## src/rtl/hazard_ctrl.sv

```systemverilog
// Hazard and stall sequencer for the 5-stage pipeline: load-use bubbles, branch flush,
// data-memory wait freeze with resume, and a saturating stall-cycle counter.
module hazard_ctrl #(
  parameter int REG_W           = 4,
  parameter int LU_STALLS       = 1,
  parameter int ZERO_REG_EXEMPT = 1,
  parameter int CNT_W           = 16
) (
  input  logic             clk,
  input  logic             rst,
  input  logic             IDEX_MemRead,
  input  logic [REG_W-1:0] IDEX_Rt,
  input  logic [REG_W-1:0] IFID_Rs,
  input  logic [REG_W-1:0] IFID_Rt,
  input  logic             IFID_UsesRs,
  input  logic             IFID_UsesRt,
  input  logic             branch_taken,
  input  logic             mem_req,
  input  logic             mem_ready,
  output logic             Delay,
  output logic             PCWrite,
  output logic             IFID_Write,
  output logic             IFID_Flush,
  output logic             pipe_stall,
  output logic [CNT_W-1:0] stall_cycles
);

  typedef enum logic [1:0] {
    RUN      = 2'd0,
    LU_STALL = 2'd1,
    MEM_WAIT = 2'd2
  } state_t;

  localparam logic [2:0] LU_INIT  = 3'(LU_STALLS - 1);
  localparam bit         LU_MULTI = (LU_STALLS > 1);

  state_t           state_q, state_d;
  state_t           ret_state_q, ret_state_d;
  state_t           act_state_s;
  logic [2:0]       lu_cnt_q, lu_cnt_d;
  logic [CNT_W-1:0] stall_cycles_q, stall_cycles_d;
  logic             lu_haz_s, mem_busy_s, act_busy_s;
  logic             rs_match_s, rt_match_s, zero_exempt_s;

  // Hazard detection from the current ID/EX and IF/ID contents
  always_comb begin
    rs_match_s    = IFID_UsesRs && (IFID_Rs == IDEX_Rt);
    rt_match_s    = IFID_UsesRt && (IFID_Rt == IDEX_Rt);
    zero_exempt_s = (ZERO_REG_EXEMPT != 0) && (IDEX_Rt == {REG_W{1'b0}});
    lu_haz_s      = IDEX_MemRead && (rs_match_s || rt_match_s) && !zero_exempt_s;
    mem_busy_s    = mem_req && !mem_ready;
  end

  // Sequencer: on a memory release the rules of the saved state apply with the wait cleared
  always_comb begin
    Delay       = 1'b0;
    PCWrite     = 1'b1;
    IFID_Write  = 1'b1;
    IFID_Flush  = 1'b0;
    pipe_stall  = 1'b0;
    state_d     = state_q;
    ret_state_d = ret_state_q;
    lu_cnt_d    = lu_cnt_q;
    if (state_q == MEM_WAIT) begin
      act_state_s = ret_state_q;
      act_busy_s  = 1'b0;
    end else begin
      act_state_s = state_q;
      act_busy_s  = mem_busy_s;
    end

    if ((state_q == MEM_WAIT) && !mem_ready) begin
      pipe_stall = 1'b1;
      PCWrite    = 1'b0;
      IFID_Write = 1'b0;
      state_d    = MEM_WAIT;
    end else begin
      case (act_state_s)
        RUN: begin
          if (act_busy_s) begin
            pipe_stall  = 1'b1;
            PCWrite     = 1'b0;
            IFID_Write  = 1'b0;
            ret_state_d = RUN;
            state_d     = MEM_WAIT;
          end else if (branch_taken) begin
            IFID_Flush = 1'b1;
            Delay      = 1'b1;
            state_d    = RUN;
          end else if (lu_haz_s) begin
            Delay      = 1'b1;
            PCWrite    = 1'b0;
            IFID_Write = 1'b0;
            if (LU_MULTI) begin
              lu_cnt_d = LU_INIT;
              state_d  = LU_STALL;
            end else begin
              state_d  = RUN;
            end
          end else begin
            state_d = RUN;
          end
        end
        LU_STALL: begin
          if (act_busy_s) begin
            pipe_stall  = 1'b1;
            PCWrite     = 1'b0;
            IFID_Write  = 1'b0;
            ret_state_d = LU_STALL;
            state_d     = MEM_WAIT;
          end else if (branch_taken) begin
            IFID_Flush = 1'b1;
            Delay      = 1'b1;
            lu_cnt_d   = 3'd0;
            state_d    = RUN;
          end else begin
            Delay      = 1'b1;
            PCWrite    = 1'b0;
            IFID_Write = 1'b0;
            if (lu_cnt_q <= 3'd1) begin
              lu_cnt_d = 3'd0;
              state_d  = RUN;
            end else begin
              lu_cnt_d = lu_cnt_q - 3'd1;
              state_d  = LU_STALL;
            end
          end
        end
        default: begin
          state_d = RUN;
        end
      endcase
    end

    // Reset forces a flush-and-hold so nothing advances while the pipe is being cleared
    if (rst) begin
      Delay      = 1'b1;
      IFID_Flush = 1'b1;
      PCWrite    = 1'b0;
      IFID_Write = 1'b0;
      pipe_stall = 1'b0;
    end else begin
      IFID_Flush = IFID_Flush;
    end
  end

  // Saturating stall-cycle counter
  always_comb begin
    if ((Delay || pipe_stall) && (stall_cycles_q != {CNT_W{1'b1}})) begin
      stall_cycles_d = stall_cycles_q + {{(CNT_W-1){1'b0}}, 1'b1};
    end else begin
      stall_cycles_d = stall_cycles_q;
    end
  end

  // State registers with synchronous reset
  always_ff @(posedge clk) begin
    if (rst) begin
      state_q        <= RUN;
      ret_state_q    <= RUN;
      lu_cnt_q       <= 3'd0;
      stall_cycles_q <= {CNT_W{1'b0}};
    end else begin
      state_q        <= state_d;
      ret_state_q    <= ret_state_d;
      lu_cnt_q       <= lu_cnt_d;
      stall_cycles_q <= stall_cycles_d;
    end
  end

  assign stall_cycles = stall_cycles_q;

endmodule

```

## config.mk

```make
export PLATFORM = sky130hd
export DESIGN_NAME = hazard_ctrl
export DESIGN_NICKNAME = d
export VERILOG_FILES = /design/src/rtl/hazard_ctrl.sv
export SDC_FILE = /design/constraint.sdc
export NUM_CORES = 1
export LEC_CHECK = 0
export CAP_MARGIN = 20
export CORE_AREA = 2 2 57 64
export CTS_BUF_LIST = sky130_fd_sc_hd__clkbuf_4
export CTS_CLUSTER_DIAMETER = 80
export DETAILED_ROUTE_END_ITERATION = 16
export DIE_AREA = 0 0 59 66
export HOLD_SLACK_MARGIN = 0.05
export PLACE_DENSITY = 0.8
export SLEW_MARGIN = 20
export SYNTH_ARGS = -nofsm -noshare
export SYNTH_HDL_FRONTEND = slang
export SYNTH_SLANG_ARGS = --single-unit
```

## constraint.sdc

```tcl
create_clock -name clk -period 1.65 [get_ports clk]
set_input_delay 0.165 -clock clk [delete_from_list [all_inputs] [get_ports clk]]
set_output_delay 0.165 -clock clk [all_outputs]
set_load 0.005 [all_outputs]
```

==> results of run 1 <==
==> worst register-to-register path, delay by kind of cell (launching register included) <==
family	cells	cell delay (ps)
buffers and inverters	2	300
and+or+nand+nor	3	670
DFF	1	330
AOI/OAI and AO/OA	3	540
==> synthesized netlist by cell type (all sizes together), types with 2 or more instances <==
cell type	count	area [um^2]
inv	12	45.0
or3	11	68.8
nor2	15	56.3
o31ai	4	43.8
o211ai	2	15.0
xor2	5	43.8
buf	2	18.8
nor4	4	40.0
dfxtp	22	440
nand2b	4	25.0
nand2	7	26.3
nor3	5	25.0
nand3	5	25.0
clkbuf	3	11.3
a31oi	2	18.8
a41oi	2	17.5
o21ai	14	70.1
a21oi	17	85.1
and2	3	18.8
or2	3	18.8
ha	2	25.0
nand4	4	25.0
==> what timing repair did <==
action | 4_1_cts | 5_1_grt
hold buffers | 0 | 0
buffers inserted | 12 | 5
gates resized for setup | 73 | 34
pin swaps | 29 | 25
setup endpoints to repair | 21 | 22
cloned | 0 | 0
==> power by group <==
part | switching, mW | internal (mW) | total [mW]
Clock | 0.181 | 0.246 | 0.427
Combinational | 0.164 | 0.194 | 0.358
Sequential | 0.0122 | 0.540 | 0.553
==> routing by layer <==
layer | wire, um | track usage
met5 | 0 | 0
met1 | 1870 | 0.234
met2 | 2910 | 0.476
met3 | 175 | 0.0294
met4 | 229 | 0.131
==> stage by stage <==
stage | setup WS, ps | instances | TNS, ps | utilization | cell area [um^2]
after detailed placement | -888 | 285 | -15490 | 0.655 | 2130
after global routing | -358 | 306 | -4920 | 0.794 | 2580
final | -267 | 306 | -3400 | 0.794 | 2580
after global placement | -778 | 285 | -13720 | 0.655 | 2130
after floorplan | -93.7 | 168 | -422 | - | 1370
after CTS | -227 | 301 | -2920 | 0.741 | 2410
==> area by class of cell <==
type / count / area share
multi-input cells: 129 / 0.421
repair buffers: 103 / 0.349
flip-flops and latches: 22 / 0.175
inverters: 12 / 0.0175
well taps: 36 / 0.0175
clock inverters: 1 / 0.0116
clock buffers: 3 / 0.00873
==> worst max-delay path by stage <==
stage	start	end	depth (start not counted)	slack, ps
global route	stall_cycles[0]	stall_cycles[13]	9	-360
detailed placement	IDEX_Rt[0]	PCWrite	8	-890
CTS	state_q[1]	pipe_stall	4	-230
finish	stall_cycles[3]	stall_cycles[11]	8	-270
global placement	IDEX_Rt[0]	IFID_Write	8	-780
floorplan	IDEX_Rt[0]	stall_cycles[1]	6	-90
==> state kept, by name (all words and copies together), names as in the netlist <==
signal,count
lu_cnt_q,3
ret_state_q,1
stall_cycles,16
state_q,2
==> cell families after synthesis <==
kind of cell | synth area share
AO/OA/AOI/OAI | 0.264
flip-flops | 0.328
buffers and inverters | 0.0559
AND/OR/NAND/NOR | 0.278
multiplexers | 0.0158
adder cells (fa/ha/maj) | 0.0186
XOR/XNOR | 0.0391
==> results.json, run 1 <==
{
  "cts_buffer_depth": 2,
  "hp-class": "reg2reg",
  "ir_worst_vdd_uv": 387,
  "clkLatencyLatePin_ps": 330,
  "slew-limit-headroom": 0.771,
  "layout_commonest_cell": "buf_4",
  "r2r_slack_ps": -270,
  "post-route-period-util": 1.16,
  "hold-path-endpoint": "lu_cnt_q[2]",
  "postSynthAreaPerCell_um2": 8.00,
  "wl_mm": 5.18,
  "cts_tree": "yes",
  "wl_per_cell_um": 16.9,
  "nets": 293,
  "final_cell_mix": "47 x buf_4, 24 x clkdlybuf4s50_1, 18 x buf_6, 18 x dfxtp_1",
  "worstHoldStart": "lu_cnt_q[2]",
  "crit_fanout": 4,
  "ant_nets": 0,
  "hold_violations": 0,
  "cts_num_sinks": 22,
  "path_buf_inv": 2,
  "min_period_ps": 1920,
  "timing.fmax_mhz": 522,
  "fin_skew_ps": 0.889,
  "cp.arrival_ps": 2170,
  "whs_ps": 528,
  "seqCellArea_um2": 450,
  "drc": 0,
  "finalSetupViolCount": 19,
  "hpwlAfterDp_mm": 3.10,
  "cts-root-buf": "clkbuf_4",
  "syn_inst": 168,
  "worstSetupEndpointType": "flop",
  "fillers": 211,
  "die_x_um": 59,
  "syn-cell-area_um2": 1340,
  "antenna_found_initial": 0,
  "drt-initial-drc-count": 56,
  "core_um2": 3250,
  "antenna_cells": 0,
  "grt_pass1_wl_mm": 7.21,
  "violations": "setup timing",
  "cts_buffers": 3,
  "io_buffers": 40,
  "crit_slowest_cell": "dfxtp_1",
  "p_total_mw": 1.34,
  "num_io_pins": 41,
  "drv_slew": 0,
  "cp_cell_sequence": "nand3_1 > nor3_4 > a31oi_4 > buf_6 > o311ai_4 > buf_4 > or3_1 > a21oi_1",
  "vias_per_cell": 5.73,
  "ys.flop_type": "dfxtp_1",
  "vias": 1752,
  "grt_pass1_vias": 1724,
  "synth_cell_types": 49,
  "multi_input_area_um2": 1090,
  "max_stage_delay_ps": 330,
  "drive_above_1_share": 0.444,
  "cts.clk_slew.worst_paths_ps": 130,
  "synth-edff-count": 0,
  "track_usage": 0.241,
  "grt_overflow": 0,
  "powerDensity_nw_per_um2": 519,
  "rr_worst_depth": 8,
  "rr_startpoint": "stall_cycles[3]",
  "synth_fp_nets": 190,
  "leakagePower_nw": 1.02,
  "yosysSeqAreaShare": 0.328,
  "dieArea_um2": 3890,
  "grt_max_degree": 14,
  "path_delay_family": "simple AND/OR/NAND/NOR gates",
  "critPathLaunchType": "flop",
  "h-tree-depth": 1,
  "worst_pin_slew_ps": 344,
  "drtPass1Iterations": 5,
  "rsz0062_at_grt": "true",
  "start_util": 0.414,
  "critPathKind": "reg2reg",
  "fp-row-count": 22,
  "synthArstFlopShare": 0,
  "gp_congestion": 0.819,
  "status": "finished, violations left",
  "regToRegEndpoint": "stall_cycles[11]",
  "area_growth_pct": 91.9,
  "hold_depth": 2,
  "die_y_um": 66,
  "fin_ws_ps": -267,
  "ys_warn_count": 0,
  "ys_ff_latch": 22,
  "required_ps": 1910,
  "timing.max_cap.violations": 0
}
Note: power is estimated with default switching activity, not from simulation.
==> run 2: changes to the inputs <==
--- a/config.mk
+++ b/config.mk
@@ -6,13 +6,13 @@
 export NUM_CORES = 1
 export LEC_CHECK = 0
 export CAP_MARGIN = 20
-export CORE_AREA = 2 2 57 64
+export CORE_AREA = 2 2 59 61
 export CTS_BUF_LIST = sky130_fd_sc_hd__clkbuf_4
 export CTS_CLUSTER_DIAMETER = 80
 export DETAILED_ROUTE_END_ITERATION = 16
-export DIE_AREA = 0 0 59 66
+export DIE_AREA = 0 0 61 63
 export HOLD_SLACK_MARGIN = 0.05
-export PLACE_DENSITY = 0.8
+export PLACE_DENSITY = 0.81
 export SLEW_MARGIN = 20
 export SYNTH_ARGS = -nofsm -noshare
 export SYNTH_HDL_FRONTEND = slang
==> run 2 against run 1 <==
  * The run still ends with setup timing left
  * Sequential power about the same
  * Register-to-register slack improved by 130 ps
  * Die area decreased by 1.3%
  * Via count fell by 0.29%
  * Critical path depth up 1
  * Routed wire length rose by 1.5%
  * Critical path type is now in2reg
  * Critical endpoint is now stall_cycles[1]
  * Largest power group unchanged
==> results.json, run 2 (synthesis results as in run 1) <==
{
  "crit_end": "stall_cycles[1]",
  "path_buf_inv": 4,
  "ir_worst_vdd_uv": 340,
  "fin_ws_ps": -149,
  "antenna_cells": 0,
  "grt_pass1_vias": 1608,
  "ant_nets": 0,
  "antenna_found_initial": 0,
  "critPathKind": "in2reg",
  "rsz0062_at_grt": "true",
  "dr_wl_met2_mm": 2.82,
  "track_usage": 0.252,
  "grt_max_degree": 14,
  "num_io_pins": 41,
  "cts_buffers": 3,
  "cts.clk_slew.worst_paths_ps": 140,
  "area_growth_pct": 88.2,
  "finalSetupViolCount": 20,
  "die_y_um": 63,
  "min_period_ps": 1800,
  "timing.fmax_mhz": 556,
  "powerDensity_nw_per_um2": 467,
  "drtPass1Iterations": 4,
  "hp-class": "in2reg",
  "cts_buffer_depth": 2,
  "layout_commonest_cell": "buf_4",
  "cts_num_sinks": 22,
  "topRoutingLayerUsed": "met4",
  "required_ps": 1870,
  "dieArea_um2": 3840,
  "drt-initial-drc-count": 137,
  "drv_slew": 0,
  "gp_congestion": 0.818,
  "slew-limit-headroom": 0.746,
  "grt_pass1_wl_mm": 7.35,
  "fin_setup_tns_ps": -1980,
  "placedCellCount": 295,
  "die_x_um": 61,
  "wl_met1_mm": 2.02,
  "r2r_slack_ps": -140,
  "cp-startpoint": "IDEX_Rt[0]",
  "dr_wl_met3_um": 231,
  "vias_per_cell": 5.62,
  "vias": 1747,
  "worstHoldStart": "rst",
  "max_stage_delay_ps": 470,
  "p_total_mw": 1.18,
  "rr_worst_depth": 7,
  "path_delay_family": "compound AO/OA/AOI/OAI gates",
  "hold_violations": 0,
  "post-route-period-util": 1.09,
  "drc": 0,
  "stdcell_area_um2": 2530,
  "cts_tree": "yes",
  "cp_common_cell": "buf_6",
  "crit_slowest_cell": "o41a_1",
  "violations": "setup timing",
  "h-tree-depth": 1,
  "core_um2": 3230,
  "wl_per_cell_um": 16.9,
  "cp_cell_sequence": "buf_6 > o41a_1 > buf_4 > a41o_1 > buf_6 > o31ai_4 > buf_6 > mux2i_1 > nor2_1",
  "leakagePower_nw": 0.985,
  "hpwlAfterDp_mm": 3.04,
  "regToRegEndpoint": "stall_cycles[15]",
  "wl_mm": 5.26,
  "largest_reg_flops": 16,
  "io_buffers": 40,
  "final_cell_mix": "49 x buf_4, 21 x clkdlybuf4s50_1, 17 x dfxtp_1",
  "drive_above_1_share": 0.475,
  "start_util": 0.416,
  "fin_skew_ps": 9.38,
  "grt_overflow": 0,
  "whs_ps": 541,
  "rr_startpoint": "stall_cycles[5]",
  "cts-root-buf": "clkbuf_4",
  "path_depth": 9,
  "cp.arrival_ps": 2020,
  "clkLatencyLatePin_ps": 330,
  "fin_cells": 311,
  "status": "finished, violations left",
  "worst_pin_slew_ps": 381,
  "placed_area_um2": 2140,
  "fp-row-count": 21,
  "hold_buffers": 0,
  "timing.max_cap.violations": 0,
  "crit_fanout": 6,
  "nets": 288,
  "worstSetupEndpointType": "flop",
  "critPathLaunchType": "input port"
}
[run 2: worst min path at each step]
stage	slack, ps	cells after the start	endpoint
floorplan	240	1	state_q[0]
global placement	490	2	lu_cnt_q[2]
detailed placement	500	2	lu_cnt_q[2]
CTS	490	4	stall_cycles[14]
global route	530	4	stall_cycles[15]
finish	540	4	stall_cycles[14]
[run 2: layout make-up]
class                      count  area, um^2
inverter                      12        45.0
sequential                    22         452
tap                           46        57.6
multi-input combinational    129        1100
clock buffer                   3        22.5
clock inverter                 1        3.75
fill                         209         703
timing repair buffer          98         845
[run 2: timing repair]
item	4_1_cts	5_1_grt
gates cloned	0	1
pin swaps	31	21
endpoints found under the setup margin	22	22
setup buffers	10	3
gates resized for setup	90	32
[run 2: stage by stage]
step	util	worst slack (ps)
after detailed placement	0.662	-844
after CTS	0.738	-109
after global placement	0.662	-787
after floorplan	-	-93.7
after global routing	0.782	-232
final	0.782	-149
[run 2: report_power, final]
| group | leakage (nW) | switching, mW | internal (mW) |
|---|---|---|---|
| registers | 0.180 | 0.0118 | 0.541 |
| logic | 0.789 | 0.163 | 0.189 |
| clock network | 0.0154 | 0.189 | 0.0889 |
[run 2: worst min-delay path, cell delays in order]
cell	delay [ps]
dlygate4sd2_1	270
buf_4	180
buf_4	190
a21oi_2	40
[run 2: metal layers]
| layer | track usage | vias up |
|---|---|---|
| li1 | - | 816 |
| met1 | 0.307 | 846 |
| met2 | 0.434 | 65 |
| met3 | 0.0290 | 20 |
| met4 | 0.101 | 0 |
| met5 | 0 | - |
==> run 3: changes to the inputs <==
==> constraint.sdc (replaced) <==
create_clock -name clk -period 1.6 [get_ports clk]
set_input_delay 0.16 -clock clk [delete_from_list [all_inputs] [get_ports clk]]
set_output_delay 0.16 -clock clk [all_outputs]
set_load 0.005 [all_outputs]
==> run 3 against run 2 <==
  * The flow still finishes with violations (setup timing)
  * Critical path depth grew 1
  * Sequential share of layout area fell by 0.53 points
  * Clock skew hardly changed
  * Sequential power rose by 3%
  * Worst hold slack got worse by 19 ps
  * Setup slack got worse by 160 ps
  * Highest routed layer unchanged
  * Routed wire length rose by 4.5%
  * First-iteration DRC count fell by 41%
==> results.json, run 3 (synthesis results as in run 1) <==
{
  "post-route-period-util": 1.19,
  "drtPass1Iterations": 4,
  "rr_startpoint": "state_q[1]",
  "hold_violations": 0,
  "largest_reg_flops": 16,
  "pwr-share-comb": 0.272,
  "switching_share": 0.271,
  "finalSetupViolCount": 23,
  "track_usage": 0.251,
  "fin_skew_ps": 9.28,
  "drive_above_1_share": 0.455,
  "grt_pass1_vias": 1668,
  "ant_nets": 0,
  "cp_common_cell": "buf_4",
  "cts_num_sinks": 22,
  "clkLatencyLatePin_ps": 320,
  "p_clk_frac": 0.317,
  "cts_buffers": 3,
  "grt_overflow": 0,
  "cp_cell_sequence": "clkdlybuf4s15_1 > o41a_1 > o2111ai_4 > nor4_4 > buf_4 > buf_6 > o31ai_4 > buf_4 > o31a_1 > o21a_1",
  "final_cell_mix": "46 x buf_4, 23 x clkdlybuf4s50_1, 18 x dfxtp_1",
  "drc": 0,
  "antenna_found_initial": 0,
  "critPathLaunchType": "input port",
  "final_util": 0.799,
  "cts.clk_slew.worst_paths_ps": 120,
  "nets": 289,
  "max_stage_delay_ps": 310,
  "dieArea_um2": 3840,
  "worstSetupEndpointType": "flop",
  "worstHoldStart": "mem_ready",
  "vias_per_cell": 5.56,
  "start_util": 0.416,
  "cp-startpoint": "IDEX_MemRead",
  "fp-row-count": 21,
  "drt-initial-drc-count": 81,
  "status": "finished, violations left",
  "worst_pin_slew_ps": 357,
  "critPathKind": "in2reg",
  "hp-class": "in2reg",
  "seq_power_share": 0.411,
  "timing.fmax_mhz": 523,
  "ir_worst_vdd_uv": 652,
  "rsz0062_at_grt": "true",
  "drv_slew": 0,
  "hpwlAfterDp_mm": 2.85,
  "io_buffers": 40,
  "gp_congestion": 0.848,
  "leakagePower_nw": 1.00,
  "layout_commonest_cell": "buf_4",
  "cts_buffer_depth": 2,
  "slew-limit-headroom": 0.760,
  "cp.arrival_ps": 2130,
  "core_um2": 3230,
  "intPower_mw": 1.01,
  "fillers": 202,
  "violations": "setup timing",
  "min_period_ps": 1910,
  "h-tree-depth": 1,
  "place_ws_ps": -843,
  "grt_pass1_wl_mm": 7.42,
  "powerDensity_nw_per_um2": 535,
  "die_y_um": 63,
  "timing.max_cap.violations": 0,
  "vias": 1735,
  "area_growth_pct": 92.3,
  "cts_tree": "yes",
  "fin_ws_ps": -311,
  "p_switching_uw": 375,
  "antenna_cells": 0,
  "wl_mm": 5.50,
  "grt_max_degree": 19,
  "num_io_pins": 41,
  "required_ps": 1820,
  "hold_buffers": 0,
  "wl_per_cell_um": 17.6,
  "cts-root-buf": "clkbuf_4",
  "die_x_um": 61,
  "crit_fanout": 4,
  "crit_slowest_cell": "o41a_1"
}
[run 3: layout make-up]
type,instances,area [um^2],area share
clock buffers,3,22.5,0.00872
inverters,12,47.5,0.0184
clock inverters,1,30.0,0.0116
multi-input cells,129,1120,0.432
repair buffers,99,862,0.334
well taps,46,57.6,0.0223
flip-flops and latches,22,448,0.173
[run 3: metal layers]
metal  vias up  wire [um]  global-route usage
li1        825          -                   -
met1       840       2250               0.327
met2        50       2790               0.409
met3        20        223              0.0228
met4         0        237               0.114
met5         -          0                   0
[run 3: what timing repair did]
item | CTS | global route
gates cloned | 0 | 0
setup endpoints to repair | 22 | 24
buffers inserted | 9 | 2
gates resized for setup | 80 | 37
pin swaps | 18 | 19
[run 3: path summary, 6_finish.rpt]
kind | to | slack, ps | cells past startpoint
worst max-delay path | stall_cycles[9] | -310 | 10
worst min-delay path | state_q[1] | 520 | 4
worst max register to register | stall_cycles[11] | -270 | 8
worst min register to register | lu_cnt_q[2] | 520 | 2
[run 3: power groups by stage]
stage          clock [mW]  combinational, mW  sequential [mW]
2_1_floorplan           0              0.106            0.582
3_3_place_gp            0              0.275            0.576
3_5_place_dp            0              0.282            0.577
4_1_cts             0.443              0.315            0.567
5_1_grt             0.456              0.396            0.569
6_report            0.438              0.375            0.568
[run 3: worst max-delay path: cells and delay by family]
kind,cells,cell delay (ps)
AOI/OAI and AO/OA,5,1020
buffers and inverters,4,710
and+or+nand+nor,1,220
[run 3: per-stage QoR]
stage | std cells | hold slack, ps | TNS [ps] | instance area [um^2] | power (mW)
6_report | 312 | 522 | -5340 | 2580 | 1.38
5_1_grt | 312 | 523 | -6260 | 2580 | 1.42
4_1_cts | 310 | 452 | -2790 | 2410 | 1.32
3_5_place_dp | 297 | 502 | -14870 | 2170 | 0.858
3_3_place_gp | 297 | 487 | -14360 | 2170 | 0.852
2_1_floorplan | 168 | 239 | -931 | 1390 | 0.688
